### config.mk
export PLATFORM = sky130hd
export DESIGN_NAME = ps2_host_tx
export DESIGN_NICKNAME = d
export VERILOG_FILES = /design/src/rtl/ps2_host_tx.sv
export SDC_FILE = /design/constraint.sdc
export NUM_CORES = 1
export LEC_CHECK = 0
export BUFFER_PORTS_ARGS = -buffer_cell sky130_fd_sc_hd__buf_2
export CORE_UTILIZATION = 65
export CTS_CLUSTER_DIAMETER = 50
export DETAILED_ROUTE_END_ITERATION = 16
export HOLD_SLACK_MARGIN = 0.02
export PLACE_DENSITY = 0.87
export REMOVE_ABC_BUFFERS = 1
export SETUP_SLACK_MARGIN = 0.2
export SYNTH_ARGS = -nofsm -noshare
export SYNTH_HDL_FRONTEND = slang
export SYNTH_SLANG_ARGS = --single-unit
### constraint.sdc
create_clock -name clk -period 5.6 [get_ports clk]
set_input_delay 0.56 -clock clk [delete_from_list [all_inputs] [get_ports clk]]
set_output_delay 0.56 -clock clk [all_outputs]
set_load 0.03 [all_outputs]
### src/rtl/ps2_host_tx.sv
// PS/2 host-to-device transmitter.
// The host inhibits the bus, presents a start bit and then releases ps2_clk.
// The device then generates the clock. The host shifts out 8 data bits LSB
// first, an odd parity bit and the stop bit, and finally samples the device
// ACK. The *_oe outputs are open-drain enables: 1 pulls the pin low.
//
// state     | meaning
// ----------+------------------------------------------------------------
// IDLE      | tx_ready high, waiting for a byte
// INHIBIT   | ps2_clk held low for the inhibit time
// START     | one cycle with both lines low, then ps2_clk released
// SHIFT     | data/parity/stop driven on each device falling edge
// ACK       | waiting for the 11th falling edge to sample the device ACK
// WAIT_IDLE | waiting for the device to release both lines
module ps2_host_tx #(
    parameter int CLK_FREQ_HZ      = 100_000_000,
    parameter int INHIBIT_US       = 100,
    parameter int START_TIMEOUT_US = 15000,
    parameter int BIT_TIMEOUT_US   = 2000
) (
    input  logic       clk,
    input  logic       rst,
    input  logic [7:0] tx_data,
    input  logic       tx_valid,
    output logic       tx_ready,
    input  logic       ps2_clk_i,
    input  logic       ps2_data_i,
    output logic       ps2_clk_oe,
    output logic       ps2_data_oe,
    output logic       busy,
    output logic       tx_done,
    output logic       tx_err
);

    // Cycle counts computed in 64 bits so 100 MHz * 15 ms does not overflow.
    localparam longint INHIBIT_CYC = (longint'(INHIBIT_US) * longint'(CLK_FREQ_HZ)) / 1_000_000;
    localparam longint START_CYC   = (longint'(START_TIMEOUT_US) * longint'(CLK_FREQ_HZ)) / 1_000_000;
    localparam longint BIT_CYC     = (longint'(BIT_TIMEOUT_US) * longint'(CLK_FREQ_HZ)) / 1_000_000;
    localparam longint MAX_AB      = (INHIBIT_CYC > START_CYC) ? INHIBIT_CYC : START_CYC;
    localparam longint MAX_CYC     = (MAX_AB > BIT_CYC) ? MAX_AB : BIT_CYC;
    localparam int     CNT_W       = $clog2(MAX_CYC + 1);

    // The timer is a down-counter: loaded with N-1, it expires N cycles later.
    localparam logic [CNT_W-1:0] INHIBIT_LOAD = CNT_W'(INHIBIT_CYC - 1);
    localparam logic [CNT_W-1:0] START_LOAD   = CNT_W'(START_CYC - 1);
    localparam logic [CNT_W-1:0] BIT_LOAD     = CNT_W'(BIT_CYC - 1);
    localparam logic [CNT_W-1:0] ONE          = CNT_W'(1);

    typedef enum logic [2:0] {
        S_IDLE      = 3'd0,
        S_INHIBIT   = 3'd1,
        S_START     = 3'd2,
        S_SHIFT     = 3'd3,
        S_ACK       = 3'd4,
        S_WAIT_IDLE = 3'd5
    } state_t;

    state_t           r_state;
    logic [CNT_W-1:0] r_timer;
    logic [3:0]       r_bit_cnt;
    logic [8:0]       r_frame;
    logic             r_tx_ready;
    logic             r_clk_oe;
    logic             r_data_oe;
    logic             r_tx_done;
    logic             r_tx_err;

    logic             r_clk_s1;
    logic             r_clk_s2;
    logic             r_clk_prev;
    logic             r_data_s1;
    logic             r_data_s2;

    logic             w_fall;
    logic             w_expired;
    logic             w_accept;

    // Two-flop synchronizers plus one history flop for falling-edge detection;
    // preset high because an idle PS/2 bus floats high.
    always_ff @(posedge clk or negedge rst) begin
        if (!rst) begin
            r_clk_s1   <= 1'b1;
            r_clk_s2   <= 1'b1;
            r_clk_prev <= 1'b1;
            r_data_s1  <= 1'b1;
            r_data_s2  <= 1'b1;
        end else begin
            r_clk_s1   <= ps2_clk_i;
            r_clk_s2   <= r_clk_s1;
            r_clk_prev <= r_clk_s2;
            r_data_s1  <= ps2_data_i;
            r_data_s2  <= r_data_s1;
        end
    end

    assign w_fall    = r_clk_prev & ~r_clk_s2;
    assign w_expired = (r_timer == '0);
    assign w_accept  = tx_valid & r_tx_ready;

    // Transfer sequencer; every output it drives is registered here.
    always_ff @(posedge clk or negedge rst) begin
        if (!rst) begin
            r_state    <= S_IDLE;
            r_timer    <= '0;
            r_bit_cnt  <= 4'd0;
            r_frame    <= 9'd0;
            r_tx_ready <= 1'b1;
            r_clk_oe   <= 1'b0;
            r_data_oe  <= 1'b0;
            r_tx_done  <= 1'b0;
            r_tx_err   <= 1'b0;
        end else begin
            r_tx_done <= 1'b0;
            case (r_state)
                S_IDLE: begin
                    r_tx_ready <= 1'b1;
                    if (w_accept) begin
                        r_frame    <= {~^tx_data, tx_data};
                        r_tx_ready <= 1'b0;
                        r_tx_err   <= 1'b0;
                        r_clk_oe   <= 1'b1;
                        r_timer    <= INHIBIT_LOAD;
                        r_state    <= S_INHIBIT;
                    end
                end

                S_INHIBIT: begin
                    if (w_expired) begin
                        r_data_oe <= 1'b1;
                        r_state   <= S_START;
                    end else begin
                        r_timer <= r_timer - ONE;
                    end
                end

                S_START: begin
                    r_clk_oe  <= 1'b0;
                    r_bit_cnt <= 4'd0;
                    r_timer   <= START_LOAD;
                    r_state   <= S_SHIFT;
                end

                S_SHIFT: begin
                    if (w_fall) begin
                        r_timer   <= BIT_LOAD;
                        r_bit_cnt <= r_bit_cnt + 4'd1;
                        if (r_bit_cnt == 4'd9) begin
                            r_data_oe <= 1'b0;
                            r_state   <= S_ACK;
                        end else begin
                            // Frame is consumed LSB first: d0..d7, then parity.
                            r_data_oe <= ~r_frame[0];
                            r_frame   <= {1'b0, r_frame[8:1]};
                        end
                    end else if (w_expired) begin
                        r_clk_oe  <= 1'b0;
                        r_data_oe <= 1'b0;
                        r_tx_done <= 1'b1;
                        r_tx_err  <= 1'b1;
                        r_state   <= S_IDLE;
                    end else begin
                        r_timer <= r_timer - ONE;
                    end
                end

                S_ACK: begin
                    if (w_fall) begin
                        // Device pulls data low to acknowledge; high means NACK.
                        r_tx_err <= r_data_s2;
                        r_timer  <= BIT_LOAD;
                        r_state  <= S_WAIT_IDLE;
                    end else if (w_expired) begin
                        r_clk_oe  <= 1'b0;
                        r_data_oe <= 1'b0;
                        r_tx_done <= 1'b1;
                        r_tx_err  <= 1'b1;
                        r_state   <= S_IDLE;
                    end else begin
                        r_timer <= r_timer - ONE;
                    end
                end

                S_WAIT_IDLE: begin
                    if (r_clk_s2 && r_data_s2) begin
                        r_tx_done <= 1'b1;
                        r_state   <= S_IDLE;
                    end else if (w_expired) begin
                        r_clk_oe  <= 1'b0;
                        r_data_oe <= 1'b0;
                        r_tx_done <= 1'b1;
                        r_tx_err  <= 1'b1;
                        r_state   <= S_IDLE;
                    end else begin
                        r_timer <= r_timer - ONE;
                    end
                end

                default: begin
                    r_clk_oe  <= 1'b0;
                    r_data_oe <= 1'b0;
                    r_state   <= S_IDLE;
                end
            endcase
        end
    end

    assign tx_ready    = r_tx_ready;
    assign ps2_clk_oe  = r_clk_oe;
    assign ps2_data_oe = r_data_oe;
    assign busy        = (r_state != S_IDLE);
    assign tx_done     = r_tx_done;
    assign tx_err      = r_tx_err;

endmodule

# After elaboration in Yosys (flattened, before gate mapping)

Cells that the tools add are included.

Output and inout port bits: 6
Memories kept: 0
Logic and storage cells: 97
Input bits: 13
Memory bits (read-only): 0
Bits in latches: 0
Flip-flop bits (word level): 47
RAM bits: 0

Shift-type cells: 0
$mul: 0
Equality and inequality tests: 15
Add/sub/neg operators: 2
Div/mod/pow operators: 0
$lt $le $gt $ge: 0
Bitwise gates (word level): 6
Reduce and logical (&&, ||, !) cells: 18
Muxes and demuxes: 42

Operators with widths:

| kind                    | count |
|---|---|
| $pmux W21 S5            | 1 |
| $mux W21                | 4 |
| $mux W9                 | 3 |
| $logic_not A21 Y1       | 1 |
| $mux W3                 | 7 |
| $sub A21 B1 Y21 const B | 1 |
| $mux W1                 | 19 |
| $pmux W3 S6             | 1 |
| $pmux W9 S2             | 1 |
| $ne A2 B2 Y1 const B    | 8 |
| $reduce_and A4 Y1       | 4 |
| $pmux W1 S4             | 2 |
| $pmux W4 S2             | 1 |
| $reduce_xnor A8 Y1      | 1 |
| $eq A3 B2 Y1 const B    | 2 |
| $eq A3 B3 Y1 const B    | 2 |
| $reduce_and A3 Y1       | 2 |
| $pmux W1 S5             | 1 |
| $reduce_bool A5 Y1      | 1 |
| $add A4 B1 Y4 const B   | 1 |
| $eq A4 B4 Y1 const B    | 1 |
| $mux W4                 | 1 |
| $not A1 Y1              | 4 |
| $reduce_bool A2 Y1      | 2 |
| 10 further kinds        | 12 |

# Logic depth before layout (Yosys ltp)

Gate-level depths: netlist of the first run.

Depth in word-level cells: 4
Gate-level depth with buffers: 8
Mapped depth without buffers: 7

# Least setup slack after synthesis of the first run

OpenSTA, ideal clock, no wires.

Kind: register to register
Start: reg r_timer[0]
End: reg r_timer[10]
Required time: 5.533 ns
Path slack: 3.357 ns
Cell stages (with the launch flop): 8
Library setup time: 0.067 ns
Path buffers: 0
Arrival time: 2.176 ns
Clock period less this slack: 2.243 ns
Cells stage by stage: dfrtp_1 -> inv_1 -> ha_1 -> or4b_1 -> or3_4 -> or4_1 -> o21ai_1 -> a22o_1

Cells in the longest elaborated chain, start to end: 4
Elaborated cells between the ends (all ways): 6
Those cells by class: add/sub: 1; mux: 4; reduce/logical: 1

RTL lines:

| what                                                        | line     | source |
|---|---|---|
| start: declaration                                          | 59       | `logic [CNT_W-1:0] r_timer;` |
| start signal: assignment                                    | 132      | `r_timer <= r_timer - ONE;` |
| start signal: assignment                                    | 162      | `r_timer <= r_timer - ONE;` |
| start signal: assignment                                    | 179      | `r_timer <= r_timer - ONE;` |
| $sub A21 B1 Y21 / $logic_not A21 Y1 (equally long branches) | -        |  |
| $mux W21 (*)                                                | -        |  |
| $mux W21 (on tied branches)                                 | 184, 167 |  |
| $pmux W21 S5 (*)                                            | 114      | `case (r_state)` |

Mark *: on every way between the ends. The rest lies on a longest branch, timed or not. The select of a mux whose other input is x is not followed.
A chain may end at the register's enable or synchronous reset.

# Worst setup path in the final report of the first run

Start: reg r_timer[0]
End: reg r_data_oe (netlist: ps2_data_oe)

Cells in the longest elaborated chain, start to end: 4
Elaborated cells between the ends (all ways): 8
Those cells by class: eq/ne: 1; mux: 5; reduce/logical: 2

RTL lines:

| what                       | line | source |
|---|---|---|
| $logic_not A21 Y1 (*)      | 97   | `assign w_expired = (r_timer == '0);` |
| $mux W1                    | -    |  |
| $mux W1 (on tied branches) | -    |  |
| $pmux W1 S5                | -    |  |
| end signal: assignment     | 152  | `r_data_oe <= ~r_frame[0];` |
| end: declaration           | 64   | `logic r_data_oe;` |

Marked as above.

==> results of run 1 <==
==> registers in the layout, summed over array words and instances (netlist names) <==
signal,count
r_timer,21
r_state,3
ps2_data_oe,1
r_clk_s2,1
tx_done,1
r_bit_cnt,4
r_frame,9
r_data_s2,1
tx_ready,1
ps2_clk_oe,1
r_data_s1,1
r_clk_prev,1
tx_err,1
r_clk_s1,1
==> final cells by class <==
class                   count  area share, %
well taps                  50           2.07
flip-flops and latches     47           39.2
clock buffers               5           2.28
inverters                  12           1.49
repair buffers             18           2.99
clock inverters             3           1.45
multi-input cells         229           50.5
==> cells in the final DEF, fill, tap and decap left out, drive strengths merged, types with 11 or more instances in the layout <==
cell,n
nand2,18
mux2,15
a21oi,20
inv,12
nor2,20
nor3,11
buf,18
o21ai,33
dfrtp,41
nand3,13
==> how the worst max path moves through the flow <==
stage	start	end	slack, ps
global placement	r_timer[0]	ps2_data_oe	2870
floorplan	r_timer[0]	ps2_data_oe	3120
finish	r_timer[0]	ps2_data_oe	2670
global route	r_state[0]	r_frame[6]	2510
CTS	r_timer[0]	ps2_data_oe	2760
detailed placement	r_timer[1]	ps2_data_oe	2780
==> power breakdown <==
group,total [mW],switching (mW),internal (mW)
Combinational,0.789,0.470,0.320
Sequential,0.635,0.163,0.472
Clock,0.253,0.120,0.133
Total,1.68,0.752,0.924
==> cell families after synthesis <==
group / Yosys count
AOI/OAI and AO/OA: 105
xor gates and xnor gates: 9
adders and majority gates: 3
buffers and inverters: 27
DFF: 47
muxes: 16
and+or+nand+nor: 96
==> worst max-delay path: stages, from the launching register on <==
cell,delay (ps)
dfrtp_1,410
inv_1,70
ha_1,180
or4b_1,550
nor3_2,680
nand2_2,310
a221o_1,390
a22o_1,220
==> metal layers <==
| metal | part of all wire, % | track usage [%] | wire length, um | vias to the layer above |
|---|---|---|---|---|
| met5 | 0 | 0 | 0 | - |
| met4 | 1.5 | 11.5 | 99 | 0 |
| met3 | 8.4 | 5.41 | 549 | 11 |
| met2 | 46 | 49.3 | 3050 | 159 |
| met1 | 44 | 43.9 | 2880 | 1212 |
| li1 | - | - | - | 1170 |
==> metrics.md, run 1 <==
| Metric | Value |
|---|---|
| Status | completed |
| Fin crit period | 2930 ps |
| Largest fanout on the critical path | 15 |
| Peak Freq | 342 MHz |
| TritonCTS Sinks | 47 |
| Hold path startpoint | ps2_data_i |
| R2R Setup Slk | approximately 2700 ps |
| Post-cts sizing count | 0 |
| Fin area | between 3000 and 4000 sq um |
| DRC Markers | 0 |
| CTS tree | built |
| Setup violations, final | 0 |
| Final Hold Viols | 0 |
| Dpl cells | between 300 and 400 |
| Max Clock Skew | roughly 12 ps |
| Main synth FF type | dfrtp_1 |
| Hold Worst Slack | 350 ps |
| Drt initial violations | roughly 510 |
| Clock Pin Slew Worst Setup and Hold Paths | about 100 ps |
| Nets | between 300 and 400 |
| FFs w/ async S/R, synth | 100% |
| Area grow syn2layout | 7.20% |
| Nature of the critical path startpoint | register |
| Crit Path Class | reg -> reg |
| Area contributors post-synth | dfrtp_1 (36%), mux2_2 (6.0%), dfstp_2 (5.6%) |
| Sum Neg Setup Slack | 0 ps |
| Hold path depth | 1 |
| Initial Util | 68.9% |
| Core footprint | slightly above 4000 sq um |
| Syn Inst Count | 303 |
| R2R depth | 7 |
| Post-synth cell types | 66 |
| Pwr Density | about 560 nW/um^2 |
| LEAKAGE | ~1.2 nW |
| Synth Area in Simple Gates | 18.9% |
| Unrepaired setup endpoints after global routing | no |
| Worst setup margin | 2670 ps |
| Final Max Tran Viols | 0 |
| Layout cells sized above 1 | approximately a fifth |
| Number of global-route vias before repair | between 2000 and 2500 |
| Layout Cells excl Fill | 364 |
| Post-synthesis compound-gate area fraction | around 25% |
| First-pass GRT wire length | between 10000 and 15000 um |
| Routed vias | ~2600 |
| Total power | roughly 1.7 mW |
| # port buffers | 18 |
| Worst reg2reg path endpoint | ps2_data_oe |
| DP Worst Slack | between 2000 and 3000 ps |
| Fillcell total | roughly 290 |
| Placed cell area | between 2000 and 3000 sq um |
| Pin count of the biggest net entering global routing | between 40 and 50 |
| Gr usage total | between 30% and 40% |
| GRT overflow | 0 |
| Worst vdd ir | between 0.2 and 0.3 mV |
| Yosys reg bits | 47 |
| Area of the multi-input gates | 1520 sq um |
| Total Wirelength | roughly 6600 um |
| Final worst-path cycle share | 52.2% |
| Required @ worst endpoint | 5810 ps |
| Synth Cell Area | between 2000 and 3000 sq um |
| Post-Synth Adder-Cell Area | under 10% |
| WL/cell | between 15 and 20 um |
| Die Wd | between 60 and 70 um |
| Setup bufs post-CTS | 0 |
| Die Y | 67.8 um |
| Detail Placement HPWL | 4390 um |
| Clk buf depth | 2 |
| Endpoint type of the worst setup path | register |
| Top cells by count, synth | dfrtp_1 (41), o21ai_0 (29), nor2_1 (20), a21oi_1 (19), nand2_1 (17) |
| Reg2reg start | r_timer[0] |
| CTS root buffer | clkbuf_8 |
| Ant. Diodes | 0 |
| GPL Wtd Cong | about 0.94 |
| DR pass1 iterations | 5 |
| Slew HR | between 30% and 40% |
| Top Ports | 19 |
| Total CTS buffers | 5 |
| Largest family of logic cells by synthesized area | compound AO/OA/AOI/OAI gates |
| Finished Core Util | ~74% |
| Sequential area share after synthesis | 42.1% |
| Synth area leader | dfrtp_1 |
| Slew @ Worst Pin | between 1000 and 1500 ps |
| Yosys top cell area share | 36.5% |
| Post-Synth XOR/XNOR Area | 2.80% |
| Count leader, synth | dfrtp_1 |
| Synth warnings | 0 |
| CP arrival | ~3100 ps |
| Syn Area/Cell | just over 9 sq um |
| Initial antenna violation count | 0 |
| Post-synthesis mux area share | under 10% |
| Clock insertion delay at the later pin of the skew report | around 310 ps |
| CTS Hold Bufs | 0 |
| H-tree levels | 2 |
| Die area | ~4600 sq um |
| Max Cap Violations | 0 |
| Std cell rows | 23 |
| Endpoint, Worst Hold | r_data_s1 |
| Storage cell area | 1180 sq um |
| Number of synthesized flops with an enable pin | 0 |
| Post-route ant nets | 0 |
| Path type of the worst min-delay path | in -> reg |
| DR vias/cell | about 7 |
(Power assumes the default switching activity.)
==> run 2, diff against run 1 <==
- CORE_UTILIZATION: 65 -> 54
- PLACE_DENSITY: 0.87 -> 0.77
- clock period: 5.6 -> 2.4 ns (I/O delays scaled with it)
==> metrics.md, run 2 (synthesis gave the netlist of run 1 again) <==
| Metric | Value |
|---|---|
| Status | completed (unchanged) |
| Top Ports | 19 (unchanged) |
| Post-route ant nets | 0 (unchanged) |
| Pin count of the biggest net entering global routing | 24 (was 48) |
| Fin crit period | 2310 ps (was 2930 ps) |
| Die area | 5500 sq um (was 4600 sq um) |
| Peak Freq | 432 MHz (was 342 MHz) |
| DR vias/cell | 6.51 (was 7.01) |
| # port buffers | 18 (unchanged) |
| Clock Pin Slew Worst Setup and Hold Paths | 110 ps (was 100 ps) |
| Final worst-path cycle share | 96.4% (was 52.2%) |
| Total Wirelength | 8060 um (was 6570 um) |
| Die Wd | 74.2 um (was 67.8 um) |
| Number of global-route vias before repair | 2690 (was 2295) |
| Crit Path Class | reg -> reg (unchanged) |
| Required @ worst endpoint | 2660 ps (was 5810 ps) |
| Largest reg by FF count | r_timer (unchanged) |
| Placed cell area | 3170 sq um (was 2900 sq um) |
| Nets | 382 (was 329) |
| Final Hold Viols | 0 (unchanged) |
| Slew HR | 49.8% (was 33.0%) |
| Initial antenna violation count | 0 (unchanged) |
| CTS tree | built (unchanged) |
| Area grow syn2layout | 27.7% (was 7.20%) |
| WL/cell | 18.6 um (was 18.1 um) |
| Clock insertion delay at the later pin of the skew report | 320 ps (was 310 ps) |
| Sum Neg Setup Slack | 0 ps (unchanged) |
| Final Max Tran Viols | 0 (unchanged) |
| Pwr Density | 1240 nW/um^2 (was 556 nW/um^2) |
| LEAKAGE | 1.50 nW (was 1.22 nW) |
| Biggest regs | r_timer: 21 flops, r_frame: 9 flops, r_bit_cnt: 4 flops (unchanged) |
| Fin area | 3590 sq um (was 3020 sq um) |
| Crit path from | r_timer[0] (unchanged) |
| Core footprint | 4880 sq um (was 4090 sq um) |
| Gr usage total | 30.4% (was 31.6%) |
| Slew @ Worst Pin | 752 ps (was 1000 ps) |
| CTS root buffer | clkbuf_8 (unchanged) |
| DRC Markers | 0 (unchanged) |
| Setup violations, final | 0 (unchanged) |
| Unrepaired setup endpoints after global routing | yes (was no) |
| Clk buf depth | 2 (unchanged) |
| Ant. Diodes | 0 (unchanged) |
| DR pass1 iterations | 5 (unchanged) |
| Finished Core Util | 73.7% (was 73.8%) |
| Largest fanout on the critical path | 3 (was 15) |
| Max Clock Skew | 15.4 ps (was 12.1 ps) |
| H-tree levels | 2 (unchanged) |
| Worst vdd ir | 0.607 mV (was 0.267 mV) |
| First-pass GRT wire length | 12600 um (was 10900 um) |
| Max Cap Violations | 0 (unchanged) |
| Die Y | 74.2 um (was 67.8 um) |
| Endpoint type of the worst setup path | register (unchanged) |
| Path type of the worst min-delay path | in -> reg (unchanged) |
| Routed vias | 2827 (was 2552) |
| Detail Placement HPWL | 5250 um (was 4390 um) |
| GPL Wtd Cong | 0.921 (was 0.942) |
| Std cell rows | 25 (was 23) |
| Commonest non-fill, non-tap cells in the layout | buf_4 (43), dfrtp_1 (40), o21ai_0 (21) (was dfrtp_1 (41), o21ai_0 (29), nor2_1 (20)) |
| Drt initial violations | 420 (was 507) |
| Total CTS buffers | 5 (unchanged) |
| Number of flip-flops in the largest register | 21 (unchanged) |
| Initial Util | 57.7% (was 68.9%) |
| Most common cell after layout, fill and taps aside | buf_4 (was dfrtp_1) |
| Fillcell total | 336 (was 287) |
| Hold path startpoint | tx_data[7] (was ps2_data_i) |
| GRT overflow | 0 (unchanged) |
| TritonCTS Sinks | 47 (unchanged) |
| Reg2reg start | r_timer[0] (unchanged) |
| Nature of the critical path startpoint | register (unchanged) |
| CP arrival | 2580 ps (was 3130 ps) |
| Layout cells sized above 1 | 35.4% (was 19.4%) |
==> run 2: worst paths after layout <==
check,slack [ps],cells past startpoint,to
min in group asynchronous,430,2,tx_done
max in group asynchronous,1280,3,r_clk_prev
worst min-delay path,280,4,r_frame[7]
worst max register to register,90,7,r_timer[10]
worst max-delay path,90,7,r_timer[10]
worst min register to register,360,0,r_data_s2
==> run 2: critical path: stages, from the launching register on <==
cell	delay, ps
dfrtp_1	390
inv_1	70
ha_2	180
or4b_4	490
or3_4	370
or4_1	510
o21ai_1	100
a22o_1	160
==> run 2: final cells by class <==
| cell class | instances | area, sq um | area share (%) |
|---|---|---|---|
| Sequential cell | 47 | 1180 | 33.0 |
| Clock inverter | 3 | 47.5 | 1.32 |
| Inverter | 12 | 45.0 | 1.25 |
| Multi-Input combinational cell | 229 | 1640 | 45.7 |
| Tap cell | 67 | 83.8 | 2.33 |
| Timing Repair Buffer | 71 | 522 | 14.5 |
| Clock buffer | 5 | 68.8 | 1.91 |
==> run 2: timing repair <==
item                                    4_1_cts  5_1_grt
endpoints found under the hold margin        22        0
resized for setup                            14       32
pin swaps                                     7       11
setup buffers                                12        5
endpoints found under the setup margin       22       36
hold buffers                                  3        0
==> run 2: per-layer routing <==
| layer | global-route usage (%) | up-vias | part of all wire, % |
|---|---|---|---|
| li1 | - | 1281 | - |
| met2 | 49.3 | 176 | 48 |
| met3 | 4.61 | 19 | 8.0 |
| met1 | 41.1 | 1351 | 42 |
| met4 | 12.0 | 0 | 1.4 |
| met5 | 0 | - | 0 |
==> run 2: stage by stage <==
stage / hold WS, ps / setup WS, ps / instances / total power [mW]
after global placement: 240 / 84.7 / 406 / 3.48
final: 282 / 87.1 / 434 / 4.45
after detailed placement: 246 / -7.67 / 406 / 3.55
after global routing: 315 / 20.5 / 434 / 4.72
after floorplan: -55.6 / -79.4 / 288 / 2.78
after CTS: 296 / 71.1 / 429 / 4.23
==> run 2: power by group <==
group / switching [mW] / internal [mW]
combinational: 1.36 / 1.05
clock: 0.303 / 0.316
sequential: 0.318 / 1.10
